### config.mk
export PLATFORM = sky130hd
export DESIGN_NAME = mant_post_add_normalizer_flat
export DESIGN_NICKNAME = d
export VERILOG_FILES = /design/src/rtl/mant_post_add_normalizer_if.sv /design/src/rtl/mant_post_add_normalizer.sv /design/src/flat_wrapper.sv
export SDC_FILE = /design/constraint.sdc
export NUM_CORES = 1
export LEC_CHECK = 0
export CORE_MARGIN = 2
export CORE_UTILIZATION = 47
export CTS_CLUSTER_SIZE = 14
export DETAILED_ROUTE_END_ITERATION = 7
export MAX_ROUTING_LAYER = met4
export PLACE_DENSITY = 0.81
export SYNTH_ARGS = -nofsm -noshare
export SYNTH_HDL_FRONTEND = slang
export SYNTH_SLANG_ARGS = --single-unit
export TNS_END_PERCENT = 30
### constraint.sdc
create_clock -name clk -period 2.6 [get_ports clk]
set_clock_uncertainty 0.1 [all_clocks]
set_input_delay 0.52 -clock clk [delete_from_list [all_inputs] [get_ports clk]]
set_output_delay 0.52 -clock clk [all_outputs]
set_load 0.03 [all_outputs]
### src/rtl/mant_post_add_normalizer_if.sv
// Handshake bundle for the post-add mantissa normalizer.
// master drives operands and out_ready; slave is the normalizer.
interface mant_post_add_normalizer_if #(
    parameter int MANT_W = 23,
    parameter int EXP_W  = 8
);
    logic              in_valid;
    logic              in_ready;
    logic [MANT_W-1:0] mant_in;
    logic              carry_in;
    logic [EXP_W-1:0]  exp_in;
    logic              sign_in;

    logic              out_valid;
    logic              out_ready;
    logic [MANT_W-1:0] mant_out;
    logic [EXP_W-1:0]  exp_out;
    logic              sign_out;
    logic              guard_out;
    logic              zero_out;
    logic              underflow_out;
    logic              overflow_out;

    modport master (
        output in_valid, mant_in, carry_in, exp_in, sign_in, out_ready,
        input  in_ready, out_valid, mant_out, exp_out, sign_out,
        input  guard_out, zero_out, underflow_out, overflow_out
    );

    modport slave (
        input  in_valid, mant_in, carry_in, exp_in, sign_in, out_ready,
        output in_ready, out_valid, mant_out, exp_out, sign_out,
        output guard_out, zero_out, underflow_out, overflow_out
    );
endinterface

### src/rtl/mant_post_add_normalizer.sv
// Normalizes the adder sum so bit MANT_W-1 is the leading one.
// Ports: clk, rst (sync, active-high), bus (slave side of the if).
module mant_post_add_normalizer #(
    parameter int MANT_W = 23,
    parameter int EXP_W  = 8
) (
    input  logic                        clk,
    input  logic                        rst,
    mant_post_add_normalizer_if.slave   bus
);
    localparam logic [1:0] IDLE = 2'd0;
    localparam logic [1:0] NORM = 2'd1;
    localparam logic [1:0] DONE = 2'd2;

    logic [1:0]       state;
    logic [MANT_W:0]  w;
    logic [EXP_W-1:0] e;
    logic             s;
    logic             guard;
    logic             zero;
    logic             uf;
    logic             of;

    always_ff @(posedge clk) begin
        if (rst) begin
            state <= IDLE;
            w     <= '0;
            e     <= '0;
            s     <= 1'b0;
            guard <= 1'b0;
            zero  <= 1'b0;
            uf    <= 1'b0;
            of    <= 1'b0;
        end else begin
            case (state)
                IDLE: begin
                    if (bus.in_valid) begin
                        w     <= {bus.carry_in, bus.mant_in};
                        e     <= bus.exp_in;
                        s     <= bus.sign_in;
                        guard <= 1'b0;
                        zero  <= 1'b0;
                        uf    <= 1'b0;
                        of    <= 1'b0;
                        state <= NORM;
                    end
                end
                NORM: begin
                    if (w == '0) begin
                        zero  <= 1'b1;
                        e     <= '0;
                        state <= DONE;
                    end else if (w[MANT_W]) begin
                        // carry out: drop one bit into guard
                        w     <= {1'b0, w[MANT_W:1]};
                        guard <= w[0];
                        if (&e) begin
                            of <= 1'b1;
                        end else begin
                            e <= e + EXP_W'(1);
                        end
                        state <= DONE;
                    end else if (w[MANT_W-1]) begin
                        state <= DONE;
                    end else if (e == '0) begin
                        // exponent exhausted: leave as denormal
                        uf    <= 1'b1;
                        state <= DONE;
                    end else begin
                        w <= {w[MANT_W-1:0], 1'b0};
                        e <= e - EXP_W'(1);
                    end
                end
                DONE: begin
                    if (bus.out_ready) begin
                        state <= IDLE;
                    end
                end
                default: state <= IDLE;
            endcase
        end
    end

    assign bus.in_ready      = (state == IDLE);
    assign bus.out_valid     = (state == DONE);
    assign bus.mant_out      = w[MANT_W-1:0];
    assign bus.exp_out       = e;
    assign bus.sign_out      = s;
    assign bus.guard_out     = guard;
    assign bus.zero_out      = zero;
    assign bus.underflow_out = uf;
    assign bus.overflow_out  = of;
endmodule

### src/flat_wrapper.sv
// flat-port wrapper written by rule: the top's interface ports become plain ports
module mant_post_add_normalizer_flat 
#(
    parameter int MANT_W = 23,
    parameter int EXP_W  = 8
)
  (clk, rst, bus_in_valid, bus_mant_in, bus_carry_in, bus_exp_in, bus_sign_in, bus_out_ready, bus_in_ready, bus_out_valid, bus_mant_out, bus_exp_out, bus_sign_out, bus_guard_out, bus_zero_out, bus_underflow_out, bus_overflow_out);
  mant_post_add_normalizer_if #(.MANT_W(MANT_W), .EXP_W(EXP_W)) bus_i ();
  input  logic clk;
  input  logic rst;
  input wire logic [$bits(bus_i.in_valid)-1:0] bus_in_valid;
  input wire logic [$bits(bus_i.mant_in)-1:0] bus_mant_in;
  input wire logic [$bits(bus_i.carry_in)-1:0] bus_carry_in;
  input wire logic [$bits(bus_i.exp_in)-1:0] bus_exp_in;
  input wire logic [$bits(bus_i.sign_in)-1:0] bus_sign_in;
  input wire logic [$bits(bus_i.out_ready)-1:0] bus_out_ready;
  output wire logic [$bits(bus_i.in_ready)-1:0] bus_in_ready;
  output wire logic [$bits(bus_i.out_valid)-1:0] bus_out_valid;
  output wire logic [$bits(bus_i.mant_out)-1:0] bus_mant_out;
  output wire logic [$bits(bus_i.exp_out)-1:0] bus_exp_out;
  output wire logic [$bits(bus_i.sign_out)-1:0] bus_sign_out;
  output wire logic [$bits(bus_i.guard_out)-1:0] bus_guard_out;
  output wire logic [$bits(bus_i.zero_out)-1:0] bus_zero_out;
  output wire logic [$bits(bus_i.underflow_out)-1:0] bus_underflow_out;
  output wire logic [$bits(bus_i.overflow_out)-1:0] bus_overflow_out;
  assign bus_i.in_valid = bus_in_valid;
  assign bus_i.mant_in = bus_mant_in;
  assign bus_i.carry_in = bus_carry_in;
  assign bus_i.exp_in = bus_exp_in;
  assign bus_i.sign_in = bus_sign_in;
  assign bus_i.out_ready = bus_out_ready;
  assign bus_in_ready = bus_i.in_ready;
  assign bus_out_valid = bus_i.out_valid;
  assign bus_mant_out = bus_i.mant_out;
  assign bus_exp_out = bus_i.exp_out;
  assign bus_sign_out = bus_i.sign_out;
  assign bus_guard_out = bus_i.guard_out;
  assign bus_zero_out = bus_i.zero_out;
  assign bus_underflow_out = bus_i.underflow_out;
  assign bus_overflow_out = bus_i.overflow_out;
  mant_post_add_normalizer #(.MANT_W(MANT_W), .EXP_W(EXP_W)) u_core (.clk(clk), .rst(rst), .bus(bus_i));
endmodule
==> summary.txt, run 1 <==
SETUP PATH
--------------------------------------------------------------------------------------------------------
Worst EP arrival                                                                                 2510 ps
Startpoint of the most critical setup path                                                  u_core.w[23]
CP Launch Type                                                                                 flip-flop
Start-to-end type of the worst setup path                                                   flip-flop to flip-flop
Register-to-register path setup slack                                                             160 ps
Critical path fanouts, max                                                                             7
Worst EP required                                                                                2660 ps
Crit path capture type                                                                         flip-flop
Worst flop-to-flop path startpoint                                                          u_core.w[23]

CLOCK TREE
--------------------------------------------------------------------------------------------------------
Worst skew pair latency                                                                           290 ps
Total number of H-tree levels                                                                          2
# Post-CTS Setup Buffers                                                                               0
CTS resizes                                                                                            0
CTS Hold Bufs                                                                                          0
Clk root buf                                                                                sky130_fd_sc_hd__clkbuf_8
TritonCTS clock tree                                                                                 yes
Max Buffers Root-to-Sink                                                                               2
Post-CTS clock slew at the launch and capture registers of the worst setup and hold paths          80 ps
Number of clock buffers inserted by TritonCTS                                                          5
Number of clock sinks                                                                                 39

TIMING
--------------------------------------------------------------------------------------------------------
Post-route minimum period                                                                        2440 ps
Maximum clock rate                                                                               409 MHz
Period utilization                                                                                 93.9%
Worst slack on hold paths                                                                         360 ps
Post-route setup TNS                                                                                0 ps
Relative slew margins                                                                              59.8%
Number of setup violations in the final report                                                         0
Unrepaired setup endpoints after global routing                                                    false
Final Hold Viols                                                                                       0
Final-report max-slew violation count                                                                  0
Transition at the pin with the smallest max-transition slack                                      603 ps

POWER
--------------------------------------------------------------------------------------------------------
Cell internal pwr                                                                                1.38 mW
Reported net switching power                                                                    0.999 mW
Pleak                                                                                            1.11 nW
Ratio of total power to cell area                                                             774 nW/µm²
Clock network fraction of design power                                                             17.2%
IR Drop Worst-Case VDD                                                                          0.333 mV
Comb pwr share                                                                                     46.8%
Proportion of power drawn by flip-flops and latches                                                36.0%
Overall power of the completed layout                                                            2.38 mW
Switching share of power                                                                           42.0%

SYNTHESIS
--------------------------------------------------------------------------------------------------------
XOR/XNOR share of the synthesized area                                                            0.747%
Syn. warnings                                                                                          0
Count of unique library cells instantiated by Yosys                                                   46
Top area cells in the synthesized netlist                                                   sky130_fd_sc_hd__dfxtp_1, sky130_fd_sc_hd__a211oi_1, sky130_fd_sc_hd__a222oi_1, sky130_fd_sc_hd__buf_4, sky130_fd_sc_hd__nor2_1
Cell type with the largest total area after synthesis                                       sky130_fd_sc_hd__dfxtp_1
Post-synthesis compound-gate area fraction                                                         30.7%
Cells after synthesis                                                                                271
Synthesized area                                                                                2340 µm²
Synthesized area per cell                                                                       8.65 µm²
Top-area cell type share of the netlist area                                                       33.3%
Count of state elements after synthesis                                                               39
Sequential fraction of the synthesis area                                                          33.3%
Dominant combinational cell family by area after synthesis                                  compound AO/OA/AOI/OAI gates
Share of synthesized registers carrying an async set or reset                                         0%
Share of cell area taken by muxes after synthesis                                                     0%
Simple-gate portion of the synthesized area                                                        18.4%
Number of enable flip-flop cells after synthesis                                                       0
Nets in the synthesized netlist                                                                      315
Post-Synth Adder-Cell Area                                                                         4.06%
Most used DFF post-synth                                                                    sky130_fd_sc_hd__dfxtp_1

ROUTING
--------------------------------------------------------------------------------------------------------
Remaining routing DRC violations                                                                       0
TritonRoute pass-1 iters                                                                               7
Total wirelength of the detailed-routed design                                                   6390 µm
Post-detailed-route count of antenna-violating nets                                                    0
Total via count in the routed design                                                                2332
Post-detailed-route via-to-cell ratio                                                               6.03
Initial detailed-routing violation count                                                             349
Routed wire per std cell                                                                         16.5 µm

FLOORPLANNING
--------------------------------------------------------------------------------------------------------
Die area                                                                                        5570 µm²
Number of top-level pins                                                                              75
Floorplan die width                                                                              74.6 µm
Std-Cell Rows                                                                                         25
Die H                                                                                            74.6 µm
Placeable core region                                                                           4750 µm²
Initial cell density of the core                                                                   49.3%

RUN
--------------------------------------------------------------------------------------------------------
Max-cap violations                                                                                     0

OUTCOME
--------------------------------------------------------------------------------------------------------
Outcome                                                                                     finished clean

GLOBAL ROUTING
--------------------------------------------------------------------------------------------------------
Largest net degree at the start of global routing                                                     45
Number of global-route vias before repair                                                           2080
Wire length of the first global-routing pass                                                    10100 µm
Final global-route overflow total                                                                      0
Antenna violations before repair                                                                       0
GR Util All Layers                                                                                 23.8%

FINAL LAYOUT
--------------------------------------------------------------------------------------------------------
Filler cell count in the final layout                                                                422
Final core occ                                                                                     64.6%
Area Overhead vs Synth                                                                             30.9%
Non-filler instance count after layout                                                               387
# diodes                                                                                               0
Share of cells above drive strength 1                                                              9.38%
Final net count                                                                                      363

PLACEMENT
--------------------------------------------------------------------------------------------------------
Final RePlAce weighted congestion                                                                  0.840
Quantity of I/O buffers inserted on ports                                                             74
Number of placed cells counting well taps                                                            379
Post-DP HPWL                                                                                     4370 µm

HOLD PATH
--------------------------------------------------------------------------------------------------------
Worst hold path startpoint                                                                  u_core.bus.sign_out
Hold WC Path Type                                                                           flip-flop to flip-flop

-- per-layer routing --
metal	track usage, %	vias up	share of wire [%]
met5	-	-	0
met4	7.54	0	1.4
met3	4.95	8	8.0
met2	36.2	120	48
met1	31.8	1087	43
li1	-	1117	-
-- final cells by class --
| class | count | area [µm²] | area share, % |
|---|---|---|---|
| multi-input combinational | 184 | 1270 | 41.3 |
| timing repair buffer | 84 | 828 | 27.0 |
| sequential | 39 | 781 | 25.4 |
| tap | 67 | 83.8 | 2.73 |
| clock buffer | 5 | 68.8 | 2.24 |
| clock inverter | 3 | 20.0 | 0.652 |
| inverter | 5 | 18.8 | 0.611 |
-- synthesized netlist by cell type (all sizes together), types with 2 or more instances --
| cell | n |
|---|---|
| nor2 | 46 |
| dfxtp | 39 |
| buf | 32 |
| a211oi | 31 |
| a222oi | 21 |
| a21oi | 11 |
| clkbuf | 10 |
| nand2 | 10 |
| ha | 6 |
| nor4 | 6 |
| o21ai | 6 |
| inv | 5 |
| nand2b | 5 |
| nor3 | 4 |
| a22oi | 3 |
| nand3 | 3 |
| nand4 | 3 |
| nor2b | 3 |
| a221oi | 2 |
| a311oi | 2 |
| a32oi | 2 |
| and2 | 2 |
| o211a | 2 |
| or4 | 2 |
-- worst max-delay path, stage by stage (launching register included) --
cell                       delay [ps]
sky130_fd_sc_hd__dfxtp_1          520
sky130_fd_sc_hd__inv_1            150
sky130_fd_sc_hd__ha_1             290
sky130_fd_sc_hd__a211oi_1         320
sky130_fd_sc_hd__o21bai_1         140
sky130_fd_sc_hd__a21oi_1          230
sky130_fd_sc_hd__or2b_1           250
sky130_fd_sc_hd__a32oi_1          220
sky130_fd_sc_hd__a211oi_2          90
-- kinds of logic after synthesis --
family | Yosys count
xor gates and xnor gates | 2
buffers and inverters | 48
AOI/OAI and AO/OA | 88
and+or+nand+nor | 87
adders and majority gates | 7
DFF | 39
-- final timing paths --
path / end / cells past startpoint
setup reg to reg: u_core.bus.exp_out[5] / 8
hold reg to reg: u_core.bus.sign_out / 2
hold / removal: u_core.bus.sign_out / 2
setup / recovery: u_core.bus.exp_out[5] / 8
-- power groups by stage --
stage               registers (mW)  clock network (mW)  logic (mW)
finish                       0.856               0.410        1.11
detailed placement           0.862                   0        1.10
floorplan                    0.870                   0       0.783
CTS                          0.850               0.417        1.11
global placement             0.859                   0        1.09
global route                 0.873               0.441        1.20
-- registers in the layout, indices dropped and copies added, names as in the netlist --
signal,cells
u_core.bus.underflow_out,1
u_core.bus.exp_out,8
u_core.bus.overflow_out,1
u_core.bus.sign_out,1
u_core.bus.zero_out,1
u_core.state,2
u_core.bus.guard_out,1
u_core.w,24
-- cell usage in the layout, fill, tap and decap left out, types with 2 or more instances in the layout --
cell and n:
sky130_fd_sc_hd__inv_1 5, sky130_fd_sc_hd__nor4_2 4, sky130_fd_sc_hd__dfxtp_1 39, sky130_fd_sc_hd__nand2b_1 5
sky130_fd_sc_hd__ha_1 6, sky130_fd_sc_hd__clkbuf_8 5, sky130_fd_sc_hd__a211oi_1 29, sky130_fd_sc_hd__nor2b_1 3
sky130_fd_sc_hd__nor2_1 44, sky130_fd_sc_hd__clkdlybuf4s50_1 74, sky130_fd_sc_hd__a211oi_2 2, sky130_fd_sc_hd__nor2_2 2
sky130_fd_sc_hd__nand4_1 3, sky130_fd_sc_hd__a221oi_1 2, sky130_fd_sc_hd__or4_1 2, sky130_fd_sc_hd__a22oi_1 3
sky130_fd_sc_hd__o21ai_0 6, sky130_fd_sc_hd__nand2_1 10, sky130_fd_sc_hd__o211a_1 2, sky130_fd_sc_hd__a222oi_1 21
sky130_fd_sc_hd__clkinvlp_4 2, sky130_fd_sc_hd__nor3_1 4, sky130_fd_sc_hd__nand3_1 3, sky130_fd_sc_hd__a32oi_1 2
sky130_fd_sc_hd__buf_4 9, sky130_fd_sc_hd__a21oi_1 10, sky130_fd_sc_hd__nor4_1 2
-- metrics by stage --
stage               worst slack (ps)  instance area [µm²]
floorplan                        328                 2340
global placement                 272                 2980
detailed placement               238                 2980
CTS                              210                 3070
global route                    14.0                 3070
finish                           158                 3070
Note: power is estimated with default switching activity, not from simulation.
==> run 2, diff against run 1 <==
--- a/config.mk
+++ b/config.mk
@@ -7,6 +7,7 @@
 export LEC_CHECK = 0
 export CORE_MARGIN = 2
 export CORE_UTILIZATION = 47
+export CTS_CLUSTER_DIAMETER = 60
 export CTS_CLUSTER_SIZE = 14
 export DETAILED_ROUTE_END_ITERATION = 7
 export MAX_ROUTING_LAYER = met4
==> results of run 2 <==
No change in the layout: final DEF, timing and power equal those of run 1.
==> run 3, diff against run 2 <==
--- a/config.mk
+++ b/config.mk
@@ -5,7 +5,8 @@
 export SDC_FILE = /design/constraint.sdc
 export NUM_CORES = 1
 export LEC_CHECK = 0
-export CORE_MARGIN = 2
+export CAP_MARGIN = 20
+export CORE_MARGIN = 3
 export CORE_UTILIZATION = 47
 export CTS_CLUSTER_DIAMETER = 60
 export CTS_CLUSTER_SIZE = 14
==> constraint.sdc (replaced) <==
create_clock -name clk -period 2.7 [get_ports clk]
set_clock_uncertainty 0.1 [all_clocks]
set_input_delay 0.54 -clock clk [delete_from_list [all_inputs] [get_ports clk]]
set_output_delay 0.54 -clock clk [all_outputs]
set_load 0.03 [all_outputs]
==> run 3 against run 2 <==
Compared with the run above:
- wire length decreased by 3.1%
- highest routed layer unchanged
- via count decreased by 2.8%
- die area increased by 5.4%
- worst hold slack got worse by 0.76 ps
- global-route usage decreased by 1.4 points
- first-iteration DRC count decreased by 20%
- cell count decreased by 0.78%
- critical path depth unchanged
- utilization decreased by 1.0 points
==> summary.txt, run 3 (same netlist as run 1, synthesis figures left out) <==
CLOCK TREE
--------------------------------------------------------------------------------------------------------
# Post-CTS Setup Buffers                                                                               0   unchanged
Clk root buf                                                                                sky130_fd_sc_hd__clkbuf_8
TritonCTS clock tree                                                                                 yes
Number of clock buffers inserted by TritonCTS                                                          5   unchanged
Number of clock sinks                                                                                 39   unchanged
Total number of H-tree levels                                                                          2   unchanged
Max Buffers Root-to-Sink                                                                               2   unchanged
Post-CTS clock slew at the launch and capture registers of the worst setup and hold paths          80 ps   about the same
Worst skew pair latency                                                                           290 ps   about the same
CTS Hold Bufs                                                                                          0   unchanged
CTS resizes                                                                                            0   unchanged

HOLD PATH
--------------------------------------------------------------------------------------------------------
Hold WC Path Type                                                                           flip-flop to flip-flop

SETUP PATH
--------------------------------------------------------------------------------------------------------
Start-to-end type of the worst setup path                                                   flip-flop to flip-flop
Register-to-register path setup slack                                                             210 ps   +50 ps
Master of the slowest instance on the critical path                                         sky130_fd_sc_hd__dfxtp_1
Max stage delay on crit path                                                                      480 ps   -40 ps
Critical path fanouts, max                                                                             8   +1
CP Buf/Inv Count                                                                                       1   unchanged
Worst path cell trace                                                                       inv_1 -> ha_1 -> a211oi_1 -> o21bai_1 -> a21oi_1 -> or2b_1 -> a32oi_1 -> a211oi_2
CP Launch Type                                                                                 flip-flop
Worst EP required                                                                                2770 ps   +110 ps
Worst EP arrival                                                                                 2560 ps   +50 ps
Crit path capture type                                                                         flip-flop
Gate family responsible for the most delay along the worst path                             compound AO/OA/AOI/OAI gates

PLACEMENT
--------------------------------------------------------------------------------------------------------
Post-DP HPWL                                                                                     4340 µm   -0.65%
Quantity of I/O buffers inserted on ports                                                             74   unchanged
Post-DP Area                                                                                    2960 µm²   -0.76%
Final RePlAce weighted congestion                                                                  0.862   +2.6%
Number of placed cells counting well taps                                                            376   -0.79%

ROUTING
--------------------------------------------------------------------------------------------------------
Initial detailed-routing violation count                                                             280   -20%
Post-detailed-route count of antenna-violating nets                                                    0   unchanged
TritonRoute pass-1 iters                                                                               7   unchanged
Routed wire per std cell                                                                         16.1 µm   -2.4%
Total via count in the routed design                                                                2266   -2.8%
Total wirelength of the detailed-routed design                                                   6190 µm   -3.1%
Post-detailed-route via-to-cell ratio                                                               5.90   -2.1%
Remaining routing DRC violations                                                                       0   unchanged

FLOORPLANNING
--------------------------------------------------------------------------------------------------------
Die area                                                                                        5870 µm²   +5.4%
Die H                                                                                            76.6 µm   +2.7%
Initial cell density of the core                                                                   49.0%   -0.32 points
Placeable core region                                                                           4790 µm²   +0.66%
Number of top-level pins                                                                              75   unchanged
Std-Cell Rows                                                                                         25   unchanged
Floorplan die width                                                                              76.6 µm   +2.7%

POWER
--------------------------------------------------------------------------------------------------------
Overall power of the completed layout                                                            2.26 mW   -4.7%
Proportion of power drawn by flip-flops and latches                                                36.3%   +0.3 points
IR Drop Worst-Case VDD                                                                          0.428 mV   +28%
Switching share of power                                                                           41.6%   -0.38 points
Reported net switching power                                                                    0.943 mW   -5.6%
Cell internal pwr                                                                                1.32 mW   -4.1%
Pleak                                                                                            1.10 nW   -1.1%
Clock network fraction of design power                                                             17.1%   about the same
Ratio of total power to cell area                                                             745 nW/µm²   -3.8%
Comb pwr share                                                                                     46.6%   -0.2 points

GLOBAL ROUTING
--------------------------------------------------------------------------------------------------------
GR Util All Layers                                                                                 22.4%   -1.4 points
Final global-route overflow total                                                                      0   unchanged
Number of global-route vias before repair                                                           2151   +3.4%
Wire length of the first global-routing pass                                                    10500 µm   +3.6%
Largest net degree at the start of global routing                                                     45   unchanged
Antenna violations before repair                                                                       0   unchanged

RUN
--------------------------------------------------------------------------------------------------------
Max-cap violations                                                                                     0   unchanged

TIMING
--------------------------------------------------------------------------------------------------------
Number of setup violations in the final report                                                         0   unchanged
Post-route minimum period                                                                        2490 ps   +47.3 ps
Final Hold Viols                                                                                       0   unchanged
Period utilization                                                                                 92.2%   -1.7 points
Unrepaired setup endpoints after global routing                                                    false
Post-route setup TNS                                                                                0 ps   unchanged
Worst slack on hold paths                                                                         359 ps   -0.760 ps
Relative slew margins                                                                              71.6%   +12 points
Maximum clock rate                                                                               402 MHz   -1.9%
Transition at the pin with the smallest max-transition slack                                      425 ps   -178 ps
Final-report max-slew violation count                                                                  0   unchanged

OUTCOME
--------------------------------------------------------------------------------------------------------
Outcome                                                                                     finished clean

FINAL LAYOUT
--------------------------------------------------------------------------------------------------------
Share of cells above drive strength 1                                                              7.89%   -1.5 points
Biggest register                                                                                u_core.w
Most common cell after layout, fill and taps aside                                          sky130_fd_sc_hd__clkdlybuf4s50_1
Final net count                                                                                      360   -0.83%
Design Area, Final                                                                              3040 µm²   -0.98%
# diodes                                                                                               0   unchanged
Commonest cells after routing, fill and taps aside                                          sky130_fd_sc_hd__clkdlybuf4s50_1, sky130_fd_sc_hd__nor2_1, sky130_fd_sc_hd__dfxtp_1
Non-filler instance count after layout                                                               384   -0.78%
Number of flip-flops under the largest register name                                                  24   unchanged
Area Overhead vs Synth                                                                             29.6%

run 3: through the flow:
step | setup WS [ps] | utilization, %
after detailed placement | 278 | 61.8
final | 211 | 63.5
after global routing | 13.7 | 63.5
after global placement | 373 | 61.8
after CTS | 256 | 63.5
after floorplan | 428 | -
run 3: worst paths after layout:
| path | start | cells after the start | to |
|---|---|---|---|
| setup / recovery | u_core.w[23] | 8 | u_core.bus.exp_out[5] |
| hold / removal | u_core.bus.sign_out | 2 | u_core.bus.sign_out |
| setup reg to reg | u_core.w[23] | 8 | u_core.bus.exp_out[5] |
| hold reg to reg | u_core.bus.sign_out | 2 | u_core.bus.sign_out |
run 3: power by group through the flow:
stage / combinational (mW) / clock [mW] / sequential [mW]
after floorplan: 0.754 / 0 / 0.838
after global placement: 1.03 / 0 / 0.832
after detailed placement: 1.05 / 0 / 0.833
after CTS: 1.06 / 0.397 / 0.821
after global routing: 1.15 / 0.416 / 0.845
final: 1.06 / 0.387 / 0.822
run 3: final cells by class:
| class | instances | area [µm²] |
|---|---|---|
| clock inverters | 1 | 5.00 |
| clock buffers | 7 | 76.3 |
| multi-input cells | 184 | 1270 |
| inverters | 5 | 18.8 |
| well taps | 67 | 83.8 |
| repair buffers | 81 | 806 |
| flip-flops and latches | 39 | 781 |
| fillers | 416 | 1750 |
run 3: layer usage:
metal | GRT usage (%) | share of wire [%] | up-vias
li1 | - | - | 1109
met1 | 28.9 | 45 | 1058
met2 | 34.9 | 47 | 90
met3 | 5.67 | 6.8 | 9
met4 | 5.98 | 1.2 | 0
met5 | - | 0 | -
run 3: worst min-delay path, cell delays in order (launching register included):
cell and delay [ps]:
sky130_fd_sc_hd__dfxtp_1 310, sky130_fd_sc_hd__nand2_1 50, sky130_fd_sc_hd__a21oi_1 50
